## config.mk

```make
export PLATFORM = sky130hd
export DESIGN_NAME = vga_plot_arbiter_flat
export DESIGN_NICKNAME = d
export VERILOG_FILES = /design/src/rtl/vga_plot_arbiter_pkg.sv /design/src/rtl/vga_plot_arbiter_if.sv /design/src/rtl/vga_plot_arbiter_rr_pick.sv /design/src/rtl/vga_plot_arbiter.sv /design/src/flat_wrapper.sv
export SDC_FILE = /design/constraint.sdc
export NUM_CORES = 1
export LEC_CHECK = 0
export ABC_AREA = 1
export BUFFER_PORTS_ARGS = -buffer_cell sky130_fd_sc_hd__buf_2
export CAP_MARGIN = 20
export CORE_UTILIZATION = 52
export CTS_CLUSTER_SIZE = 30
export DETAILED_ROUTE_END_ITERATION = 10
export GPL_TIMING_DRIVEN = 0
export HOLD_SLACK_MARGIN = 0.12
export PLACE_DENSITY = 0.86
export SETUP_SLACK_MARGIN = 0.15
export SKIP_LAST_GASP = 1
export SLEW_MARGIN = 20
export SYNTH_ARGS = -nofsm -noshare
export SYNTH_HDL_FRONTEND = slang
export SYNTH_SLANG_ARGS = --single-unit
```

## constraint.sdc

```tcl
create_clock -name clk -period 3.51 [get_ports clk]
set_clock_uncertainty 0.15 [all_clocks]
set_input_delay 0.5265 -clock clk [delete_from_list [all_inputs] [get_ports clk]]
set_output_delay 0.5265 -clock clk [all_outputs]
set_load 0.1 [all_outputs]
```

## src/rtl/vga_plot_arbiter_pkg.sv

```systemverilog
// Shared definitions for the VGA plot arbiter: FSM state encoding and
// default pixel field widths used by the interface and the arbiter.
package vga_plot_arbiter_pkg;

  localparam int DEF_X_W = 9;
  localparam int DEF_Y_W = 9;
  localparam int DEF_C_W = 6;
  localparam int OWNER_W = 3;

  typedef enum logic [1:0] {
    ST_IDLE    = 2'd0,
    ST_OWN     = 2'd1,
    ST_RELEASE = 2'd2
  } arb_state_e;

endpackage

```

## src/rtl/vga_plot_arbiter_if.sv

```systemverilog
// Bus between the drawing clients / VGA adapter (master) and the arbiter (slave).
interface vga_plot_arbiter_if #(
  parameter int NUM_REQ = 3,
  parameter int X_W     = vga_plot_arbiter_pkg::DEF_X_W,
  parameter int Y_W     = vga_plot_arbiter_pkg::DEF_Y_W,
  parameter int C_W     = vga_plot_arbiter_pkg::DEF_C_W
);

  logic [NUM_REQ-1:0]     req;
  logic [NUM_REQ-1:0]     plot_in;
  logic [NUM_REQ*X_W-1:0] x_in;
  logic [NUM_REQ*Y_W-1:0] y_in;
  logic [NUM_REQ*C_W-1:0] colour_in;

  logic [NUM_REQ-1:0]     grant;
  logic                   writeEn;
  logic [X_W-1:0]         x;
  logic [Y_W-1:0]         y;
  logic [C_W-1:0]         colour;
  logic                   busy;
  logic [vga_plot_arbiter_pkg::OWNER_W-1:0] owner;
  logic                   timeout_pulse;

  modport master (
    output req, plot_in, x_in, y_in, colour_in,
    input  grant, writeEn, x, y, colour, busy, owner, timeout_pulse
  );

  modport slave (
    input  req, plot_in, x_in, y_in, colour_in,
    output grant, writeEn, x, y, colour, busy, owner, timeout_pulse
  );

endinterface

```

## src/rtl/vga_plot_arbiter_rr_pick.sv

```systemverilog
// Round-robin winner search: first requester found scanning from last+1,
// wrapping modulo NUM_REQ, so the last owner is always considered last.
module rr_pick
  import vga_plot_arbiter_pkg::*;
#(
  parameter int NUM_REQ = 3
) (
  input  logic [NUM_REQ-1:0] req,
  input  logic [OWNER_W-1:0] last,
  output logic [OWNER_W-1:0] winner,
  output logic               valid
);

  // Walking offsets from farthest to nearest lets the nearest hit win.
  always_comb begin
    winner = '0;
    valid  = |req;
    for (int i = NUM_REQ; i >= 1; i--) begin
      for (int j = 0; j < NUM_REQ; j++) begin
        if (req[j] && (((int'(last) + i) % NUM_REQ) == j)) begin
          winner = OWNER_W'(j);
        end
      end
    end
  end

endmodule

```

## src/rtl/vga_plot_arbiter.sv

```systemverilog
// Shares one VGA adapter pixel port between NUM_REQ drawing clients, with
// round-robin ownership and a watchdog that revokes silent owners.
module vga_plot_arbiter
  import vga_plot_arbiter_pkg::*;
#(
  parameter int NUM_REQ = 3,
  parameter int TIMEOUT = 1024,
  parameter int X_W     = DEF_X_W,
  parameter int Y_W     = DEF_Y_W,
  parameter int C_W     = DEF_C_W
) (
  input logic              clk,
  input logic              resetn,
  vga_plot_arbiter_if.slave bus
);

  localparam int WD_W = $clog2(TIMEOUT) + 1;

  arb_state_e         state_q, state_d;
  logic [OWNER_W-1:0] owner_q, owner_d;
  logic [NUM_REQ-1:0] grant_q, grant_d;
  logic               write_en_q, write_en_d;
  logic [X_W-1:0]     x_q, x_d;
  logic [Y_W-1:0]     y_q, y_d;
  logic [C_W-1:0]     colour_q, colour_d;
  logic               timeout_pulse_q, timeout_pulse_d;
  logic [WD_W-1:0]    wdog_q, wdog_d;

  logic [OWNER_W-1:0] pick_winner;
  logic               pick_valid;

  logic               own_req;
  logic               own_plot;
  logic [X_W-1:0]     own_x;
  logic [Y_W-1:0]     own_y;
  logic [C_W-1:0]     own_colour;

  rr_pick #(
    .NUM_REQ (NUM_REQ)
  ) u_rr_pick (
    .req    (bus.req),
    .last   (owner_q),
    .winner (pick_winner),
    .valid  (pick_valid)
  );

  // Only the current owner's lane is ever looked at; other clients are invisible.
  always_comb begin
    own_req    = 1'b0;
    own_plot   = 1'b0;
    own_x      = '0;
    own_y      = '0;
    own_colour = '0;
    for (int j = 0; j < NUM_REQ; j++) begin
      if (owner_q == OWNER_W'(j)) begin
        own_req    = bus.req[j];
        own_plot   = bus.plot_in[j];
        own_x      = bus.x_in[j*X_W +: X_W];
        own_y      = bus.y_in[j*Y_W +: Y_W];
        own_colour = bus.colour_in[j*C_W +: C_W];
      end
    end
  end

  always_comb begin
    state_d         = state_q;
    owner_d         = owner_q;
    grant_d         = grant_q;
    write_en_d      = 1'b0;
    x_d             = x_q;
    y_d             = y_q;
    colour_d        = colour_q;
    timeout_pulse_d = 1'b0;
    wdog_d          = wdog_q;

    case (state_q)
      ST_IDLE: begin
        if (pick_valid) begin
          state_d = ST_OWN;
          owner_d = pick_winner;
          wdog_d  = '0;
          for (int j = 0; j < NUM_REQ; j++) begin
            grant_d[j] = (pick_winner == OWNER_W'(j));
          end
        end
      end
      ST_OWN: begin
        // A dropped request beats a pending plot: the transaction is over.
        if (!own_req) begin
          state_d = ST_RELEASE;
          grant_d = '0;
        end else if (own_plot) begin
          write_en_d = 1'b1;
          x_d        = own_x;
          y_d        = own_y;
          colour_d   = own_colour;
          wdog_d     = '0;
        end else if (wdog_q == WD_W'(TIMEOUT - 1)) begin
          state_d         = ST_RELEASE;
          grant_d         = '0;
          timeout_pulse_d = 1'b1;
        end else begin
          wdog_d = wdog_q + 1'b1;
        end
      end
      ST_RELEASE: begin
        state_d = ST_IDLE;
        grant_d = '0;
      end
      default: begin
        state_d = ST_IDLE;
        grant_d = '0;
      end
    endcase
  end

  always_ff @(posedge clk or negedge resetn) begin
    if (!resetn) begin
      state_q         <= ST_IDLE;
      owner_q         <= OWNER_W'(NUM_REQ - 1);
      grant_q         <= '0;
      write_en_q      <= 1'b0;
      x_q             <= '0;
      y_q             <= '0;
      colour_q        <= '0;
      timeout_pulse_q <= 1'b0;
      wdog_q          <= '0;
    end else begin
      state_q         <= state_d;
      owner_q         <= owner_d;
      grant_q         <= grant_d;
      write_en_q      <= write_en_d;
      x_q             <= x_d;
      y_q             <= y_d;
      colour_q        <= colour_d;
      timeout_pulse_q <= timeout_pulse_d;
      wdog_q          <= wdog_d;
    end
  end

  assign bus.grant         = grant_q;
  assign bus.writeEn       = write_en_q;
  assign bus.x             = x_q;
  assign bus.y             = y_q;
  assign bus.colour        = colour_q;
  assign bus.busy          = (state_q == ST_OWN);
  assign bus.owner         = owner_q;
  assign bus.timeout_pulse = timeout_pulse_q;

endmodule

```

## src/flat_wrapper.sv

```systemverilog
// flat-port wrapper written by rule: the top's interface ports become plain ports
module vga_plot_arbiter_flat import vga_plot_arbiter_pkg::*;
#(
  parameter int NUM_REQ = 3,
  parameter int TIMEOUT = 1024,
  parameter int X_W     = DEF_X_W,
  parameter int Y_W     = DEF_Y_W,
  parameter int C_W     = DEF_C_W
)
  (clk, resetn, bus_req, bus_plot_in, bus_x_in, bus_y_in, bus_colour_in, bus_grant, bus_writeEn, bus_x, bus_y, bus_colour, bus_busy, bus_owner, bus_timeout_pulse);
  vga_plot_arbiter_if #(.NUM_REQ(NUM_REQ), .X_W(X_W), .Y_W(Y_W), .C_W(C_W)) bus_i ();
  input logic clk;
  input logic resetn;
  input wire logic [$bits(bus_i.req)-1:0] bus_req;
  input wire logic [$bits(bus_i.plot_in)-1:0] bus_plot_in;
  input wire logic [$bits(bus_i.x_in)-1:0] bus_x_in;
  input wire logic [$bits(bus_i.y_in)-1:0] bus_y_in;
  input wire logic [$bits(bus_i.colour_in)-1:0] bus_colour_in;
  output wire logic [$bits(bus_i.grant)-1:0] bus_grant;
  output wire logic [$bits(bus_i.writeEn)-1:0] bus_writeEn;
  output wire logic [$bits(bus_i.x)-1:0] bus_x;
  output wire logic [$bits(bus_i.y)-1:0] bus_y;
  output wire logic [$bits(bus_i.colour)-1:0] bus_colour;
  output wire logic [$bits(bus_i.busy)-1:0] bus_busy;
  output wire logic [$bits(bus_i.owner)-1:0] bus_owner;
  output wire logic [$bits(bus_i.timeout_pulse)-1:0] bus_timeout_pulse;
  assign bus_i.req = bus_req;
  assign bus_i.plot_in = bus_plot_in;
  assign bus_i.x_in = bus_x_in;
  assign bus_i.y_in = bus_y_in;
  assign bus_i.colour_in = bus_colour_in;
  assign bus_grant = bus_i.grant;
  assign bus_writeEn = bus_i.writeEn;
  assign bus_x = bus_i.x;
  assign bus_y = bus_i.y;
  assign bus_colour = bus_i.colour;
  assign bus_busy = bus_i.busy;
  assign bus_owner = bus_i.owner;
  assign bus_timeout_pulse = bus_i.timeout_pulse;
  vga_plot_arbiter #(.NUM_REQ(NUM_REQ), .TIMEOUT(TIMEOUT), .X_W(X_W), .Y_W(Y_W), .C_W(C_W)) u_core (.clk(clk), .resetn(resetn), .bus(bus_i));
endmodule
```

### Yosys cells after proc, flatten, opt, wreduce, memory -nomap -nowiden

Cells that the tools add are included.

| storage, ports and cells | value |
|---|---|
| register bits | 45 |
| latch bits | 0 |
| memory bits (writable) | 0 |
| memory bits (read-only) | 0 |
| bits of input ports | 80 |
| output and inout port bits | 33 |
| logic and storage cells | 97 |
| memories kept | 0 |

| operators by class | value |
|---|---|
| add/sub/neg operators | 4 |
| $mul | 0 |
| divide/modulo/power cells | 3 |
| order comparisons | 0 |
| eq/ne operators | 17 |
| shift operators | 0 |
| mux-type cells | 45 |
| bitwise logic cells | 0 |
| reductions and logical operators | 19 |

Operators by type and width:

| cell | number |
|---|---|
| 32-bit by 2-bit equality test with 1-bit output (second input constant) | 3 |
| 32-bit by 3-bit equality test with 1-bit output (second input constant) | 3 |
| 32-bit by 3-bit modulo with 32-bit output (second input constant) | 3 |
| 32-bit zero test | 2 |
| 9-bit 2-to-1 mux | 6 |
| 11-bit 2-to-1 mux | 4 |
| 3-bit 2-to-1 mux | 11 |
| 11-bit case mux with 2 select lines | 1 |
| 6-bit 2-to-1 mux | 3 |
| 1-bit 2-to-1 mux | 14 |
| 11-bit by 1-bit adder with 11-bit output (second input constant) | 1 |
| 11-bit by 10-bit equality test with 1-bit output (second input constant) | 1 |
| 3-bit by 2-bit adder with 4-bit output (second input constant) | 2 |
| 1-bit logical AND | 8 |
| 2-bit 2-to-1 mux | 4 |
| 3-bit by 1-bit equality test with 1-bit output (second input constant) | 2 |
| 3-bit by 2-bit equality test with 1-bit output (second input constant) | 2 |
| 3-bit zero test | 2 |
| 3-bit != test (second input constant) | 2 |
| 3-bit case mux with 2 select lines | 1 |
| 3-bit AND reduction | 2 |
| 3-bit by 1-bit adder with 4-bit output (second input constant) | 1 |
| 2-bit by 1-bit != test with 1-bit output (second input constant) | 2 |
| 2-bit case mux with 2 select lines | 1 |
| other kinds (7) | 7 |

### Depth between registers and ports, before layout

| depth | value |
|---|---|
| depth in word-level cells | 15 |
| gate-level depth with buffers | 13 |
| gate-level depth less buffers | 11 |

### By module

From an unflattened synthesis, not the netlist that was laid out.

| unflattened totals | value |
|---|---|
| cell total of the unflattened synthesis | 648 |
| area, all modules | 4048.9 µm² |

Modules (own cells, without submodules):

| module | instances | cells an instance | area each (µm²) | sequential area each (µm²) |
|---|---|---|---|---|
| vga_plot_arbiter | 1 | 389 | 2623.8 | 1127.3 |
| rr_pick | 1 | 259 | 1425.1 | 0.0 |

### Worst setup path after synthesis

Ideal clock, no wire load.

| timing path | value |
|---|---|
| path kind | reg-to-reg |
| start point | register u_core.owner_q[0], in the netlist u_core.bus.owner[0] |
| end point | register u_core.colour_q[4], in the netlist u_core.bus.colour[4] |
| library setup time | 0.120 ns |
| data arrival time | 2.267 ns |
| required time | 3.240 ns |
| path slack | 0.973 ns |
| cell stages (with the launch flop) | 13 |
| buffers on the path | 2 |
| clock period less this slack | 2.537 ns |
| cell sequence | dfrtp_1 > inv_1 > ha_1 > buf_4 > a21oi_1 > nand2_2 > nand2_4 > inv_4 > nand2_8 > inv_4 > buf_6 > nand2_1 > nand2_1 |

| on the way | value |
|---|---|
| longest elaborated chain between the ends | 5 |
| elaborated cells on any way between the ends | 13 |
| classes of those cells | 2 x eq/ne; 9 x mux; 2 x reduce/logical |

Ends and longest elaborated chain:

| what | line | text |
|---|---|---|
| start: declaration | vga_plot_arbiter.sv:20 | `logic [OWNER_W-1:0] owner_q, owner_d;` |
| start signal: assignment | vga_plot_arbiter.sv:120 | `owner_q <= OWNER_W'(NUM_REQ - 1);` |
| start signal: assignment | vga_plot_arbiter.sv:130 | `owner_q <= owner_d;` |
| 3-bit zero test | vga_plot_arbiter.sv:55 | `if (owner_q == OWNER_W'(j)) begin` |
| 1-bit 2-to-1 mux (3 in a row) | vga_plot_arbiter.sv:55 |  |
| 3-bit AND reduction (no source line) | n/a |  |
| end signal: assignment | vga_plot_arbiter.sv:135 | `colour_q <= colour_d;` |
| end: declaration | vga_plot_arbiter.sv:25 | `logic [C_W-1:0] colour_q, colour_d;` |

Parallel ways exist; a longest one is shown, timed or not.
A chain may end at the register's enable or synchronous reset.

### Final worst setup path

| timing path | value |
|---|---|
| start point | register u_core.owner_q[1], in the netlist u_core.bus.owner[1] |
| end point | register u_core.wdog_q[9] |

| on the way | value |
|---|---|
| longest elaborated chain between the ends | 7 |
| elaborated cells on any way between the ends | 15 |
| classes of those cells | 4 x eq/ne; 9 x mux; 2 x reduce/logical |

Ends and longest elaborated chain:

| what | line | text |
|---|---|---|
| 3-bit zero test | vga_plot_arbiter.sv:55 |  |
| 1-bit 2-to-1 mux (3 in a row) | vga_plot_arbiter.sv:55 |  |
| 11-bit 2-to-1 mux | vga_plot_arbiter.sv:92 | `end else if (own_plot) begin` |
| 11-bit 2-to-1 mux | vga_plot_arbiter.sv:89 | `if (!own_req) begin` |
| 11-bit case mux with 2 select lines | vga_plot_arbiter.sv:76 | `case (state_q)` |
| end signal: assignment | vga_plot_arbiter.sv:137 | `wdog_q <= wdog_d;` |
| end: declaration | vga_plot_arbiter.sv:27 | `logic [WD_W-1:0] wdog_q, wdog_d;` |

Parallel ways exist; a longest one is shown, timed or not. The select of a mux whose other input is x is not followed.

==> metrics.txt <==
fraction of the mapped netlist area in simple logic gates=a little under a third; Non-Filler Instances=541; main combinational cell family by area after synthesis=simple AND/OR/NAND/NOR gates; violation count after the first detailed-route iteration=171; adder-cell share of the synthesized area=2.82%; critical setup path kind=reg -> reg; worst-path maximum fanout=10; final setup fails=0; post-synthesis cell type count=35; count of final hold-check violations=0; die footprint=5410 um2; vias in the first global route=2500; CP cell instances=inv_1 > ha_1 > buf_4 > a21oi_1 > nand2_2 > a21oi_2 > nand3_1 > o21ai_1; unrepaired setup endpoints after global routing=no; Synth Area in Compound Gates=between 10% and 20%; reg-to-reg setup timing slack=~1300 ps; worst hold path class=reg -> reg; ant diodes=0; aggregate global-route resource usage=27.1%; YS warnings=0; vias per cell=between 5 and 6; Post-Route WL=between 7000 and 8000 um; worst hold slack=roughly 320 ps; final slew viol count=0; cell area power density=around 980 nW/um2; Worst Path Buf+Inv=2; clk_lat worst skew=~300 ps; Post-synth EDFFs=0; Pre-antenna DRT Iters=5; # hold bufs at CTS=0; Slew HR=approximately 63%; DR WL met3=~420 um; status=complete, no violations; FF-to-FF path depth=8; WHS Path Cells=2; clock slew at reported path FFs=approximately 90 ps; worst hold path endpoint=u_core.bus.grant[0]; I/O pin cnt=approximately 110; #FFs+latches synth=44; Leakage=1.83 nW; WL met2=approximately 3500 um; Routed Antenna Nets=0; GP Congestion=approximately 0.85; clk buf depth=2; P&R area growth vs syn=27.7%; post-route cell area=3400 um2; H-Tree Depth=2; first-pass GRT wire length=around 11000 um; Syn Inst Count=354; CP peak stage delay=570 ps; Arrival @ worst endpoint=2240 ps; crit end category=flip-flop; Hold Path Origin=u_core.bus.grant[0]; post-CTS setup buffers=0; highest routed metal layer=met4; sequential cell area fraction in the yosys report=between 40% and 50%; setup TNS=0 ps; fmax=about 460 MHz; DR vias=2760; Syn Area/Cell=between 7 and 8 um2; Core Box Area=4820 um2; crit share post-route=62.0%; delay-heaviest family, CP=compound AO/OA/AOI/OAI gates; cts repair resizes=0; wire per inst=13.1 um; FP Rows=25; Net count, final=between 500 and 600; CTS tree=yes; fin crit period=2180 ps; R2R Path End=u_core.wdog_q[9]; layout filler cell count=between 400 and 500; Initial Utilization=~55%; Slew @ Worst Pin=558 ps; placed insts=between 500 and 600; max-cap viol count=0; root buf cell=clkbuf_8; initial antenna violation count=0; VDD IR max=~0.73 mV; multiplexer area fraction after synthesis=0%; fraction of layout cells with a size suffix above 1=32.5%; Worst EP required=3580 ps; Num CTS Buffers=5; Worst R2R Start=u_core.bus.owner[1]; placed cell area=3300 um2; PortBufs=~110; async set-reset flop share out of synthesis=100%; Syn Nets=440; largest net degree at the start of global routing=45; # DRC=0; Top FF cell, synth=dfrtp_1; xor/xnor share of the synthesized area=less than 1%; post-DP HPWL=5400 um; gr ovfl total=0; CP max-delay cell=dfstp_2; die span in x=around 74 um; clock sinks=44; wl on met1=a little over 3000 um; Chip Height=73.6 um; startpoint types=flip-flop; synthesized cell area=between 2000 and 3000 um2
-- synth_stat cells, types with 3 or more instances --
library cell	instances	area (um2)
nand2_1	147	552
inv_1	15	56.3
buf_4	5	37.5
a22oi_1	24	180
dfrtp_1	43	1080
nor2_1	11	41.3
nand3_1	9	45.0
a21oi_1	3	15.0
clkbuf_1	6	22.5
nand2_2	3	18.8
nand4_1	7	43.8
buf_6	3	33.8
ha_1	6	75.1
o21ai_0	19	95.1
inv_2	5	18.8
o21ai_1	22	110
buf_2	3	15.0
-- final cells by class --
| class | instances | area, um2 | area share (%) |
|---|---|---|---|
| multi-input cells | 269 | 1360 | 39.9 |
| flip-flops and latches | 44 | 1100 | 32.4 |
| repair buffers | 112 | 568 | 16.7 |
| plain buffers | 17 | 109 | 3.20 |
| inverters | 24 | 96.3 | 2.83 |
| well taps | 67 | 83.8 | 2.47 |
| clock buffers | 6 | 72.6 | 2.13 |
| clock inverters | 2 | 12.5 | 0.368 |
-- sequential cells by signal, indices dropped and copies added (netlist names) --
name	count
u_core.bus.colour	6
u_core.bus.grant	3
u_core.bus.owner	2
u_core.bus.timeout_pulse	1
u_core.bus.writeEn	1
u_core.bus.x	9
u_core.bus.y	9
u_core.state_q	2
u_core.wdog_q	11
-- kinds of logic after synthesis --
| kind of cell | Yosys count |
|---|---|
| compound gates | 72 |
| simple gates | 188 |
| other cells | 1 |
| flops | 44 |
| xor+xnor | 2 |
| buf+inv | 41 |
| fa+ha+maj | 6 |
-- placed cells by master (no fill, tap or decap), types with 7 or more instances in the layout --
| cell type | netlist | routed |
|---|---|---|
| a22oi_1 | 24 | 24 |
| buf_2 | 3 | 113 |
| clkbuf_1 | 6 | 7 |
| dfrtp_1 | 43 | 43 |
| inv_1 | 15 | 15 |
| nand2_1 | 147 | 147 |
| nand3_1 | 9 | 9 |
| nand4_1 | 7 | 7 |
| nor2_1 | 11 | 11 |
| o21ai_0 | 19 | 19 |
| o21ai_1 | 22 | 22 |
-- worst reg2reg max path, stage by stage, from the launching register on --
cell     delay (ps)
dfstp_2         570
inv_1            90
ha_1            190
buf_4           180
a21oi_1         190
nand2_2         110
a21oi_2         230
nand3_1         220
o21ai_1         180
-- worst max path at each step --
stage | to | start | cells past startpoint
CTS | u_core.wdog_q[6] | u_core.bus.owner[1] | 8
floorplan | u_core.bus.colour[4] | u_core.bus.owner[0] | 12
global placement | u_core.wdog_q[6] | u_core.bus.owner[1] | 8
detailed placement | u_core.bus.y[0] | u_core.bus.owner[1] | 12
finish | u_core.wdog_q[9] | u_core.bus.owner[1] | 8
global route | u_core.bus.y[3] | u_core.bus.owner[1] | 9
-- per-stage QoR --
stage	util, %	setup WS [ps]	power (W)
2_1_floorplan	-	973	0.00258
3_3_place_gp	68.6	1400	0.00298
3_5_place_dp	68.6	1360	0.00303
4_1_cts	70.3	1350	0.00335
5_1_grt	70.6	1170	0.00355
6_report	70.6	1330	0.00335
-- per-layer routing --
layer,track usage [%],up-vias
met5,0,-
met4,5.56,0
met3,6.31,5
met2,46.4,105
met1,35.1,1259
li1,-,1391
-- where the power goes --
group | switching (W) | total [W] | internal [W]
Clock | 0.000182 | 0.000322 | 0.000139
Combinational | 0.00178 | 0.00228 | 0.000497
Sequential | 0.0000894 | 0.000747 | 0.000658
Note: power is estimated with default switching activity, not from simulation.
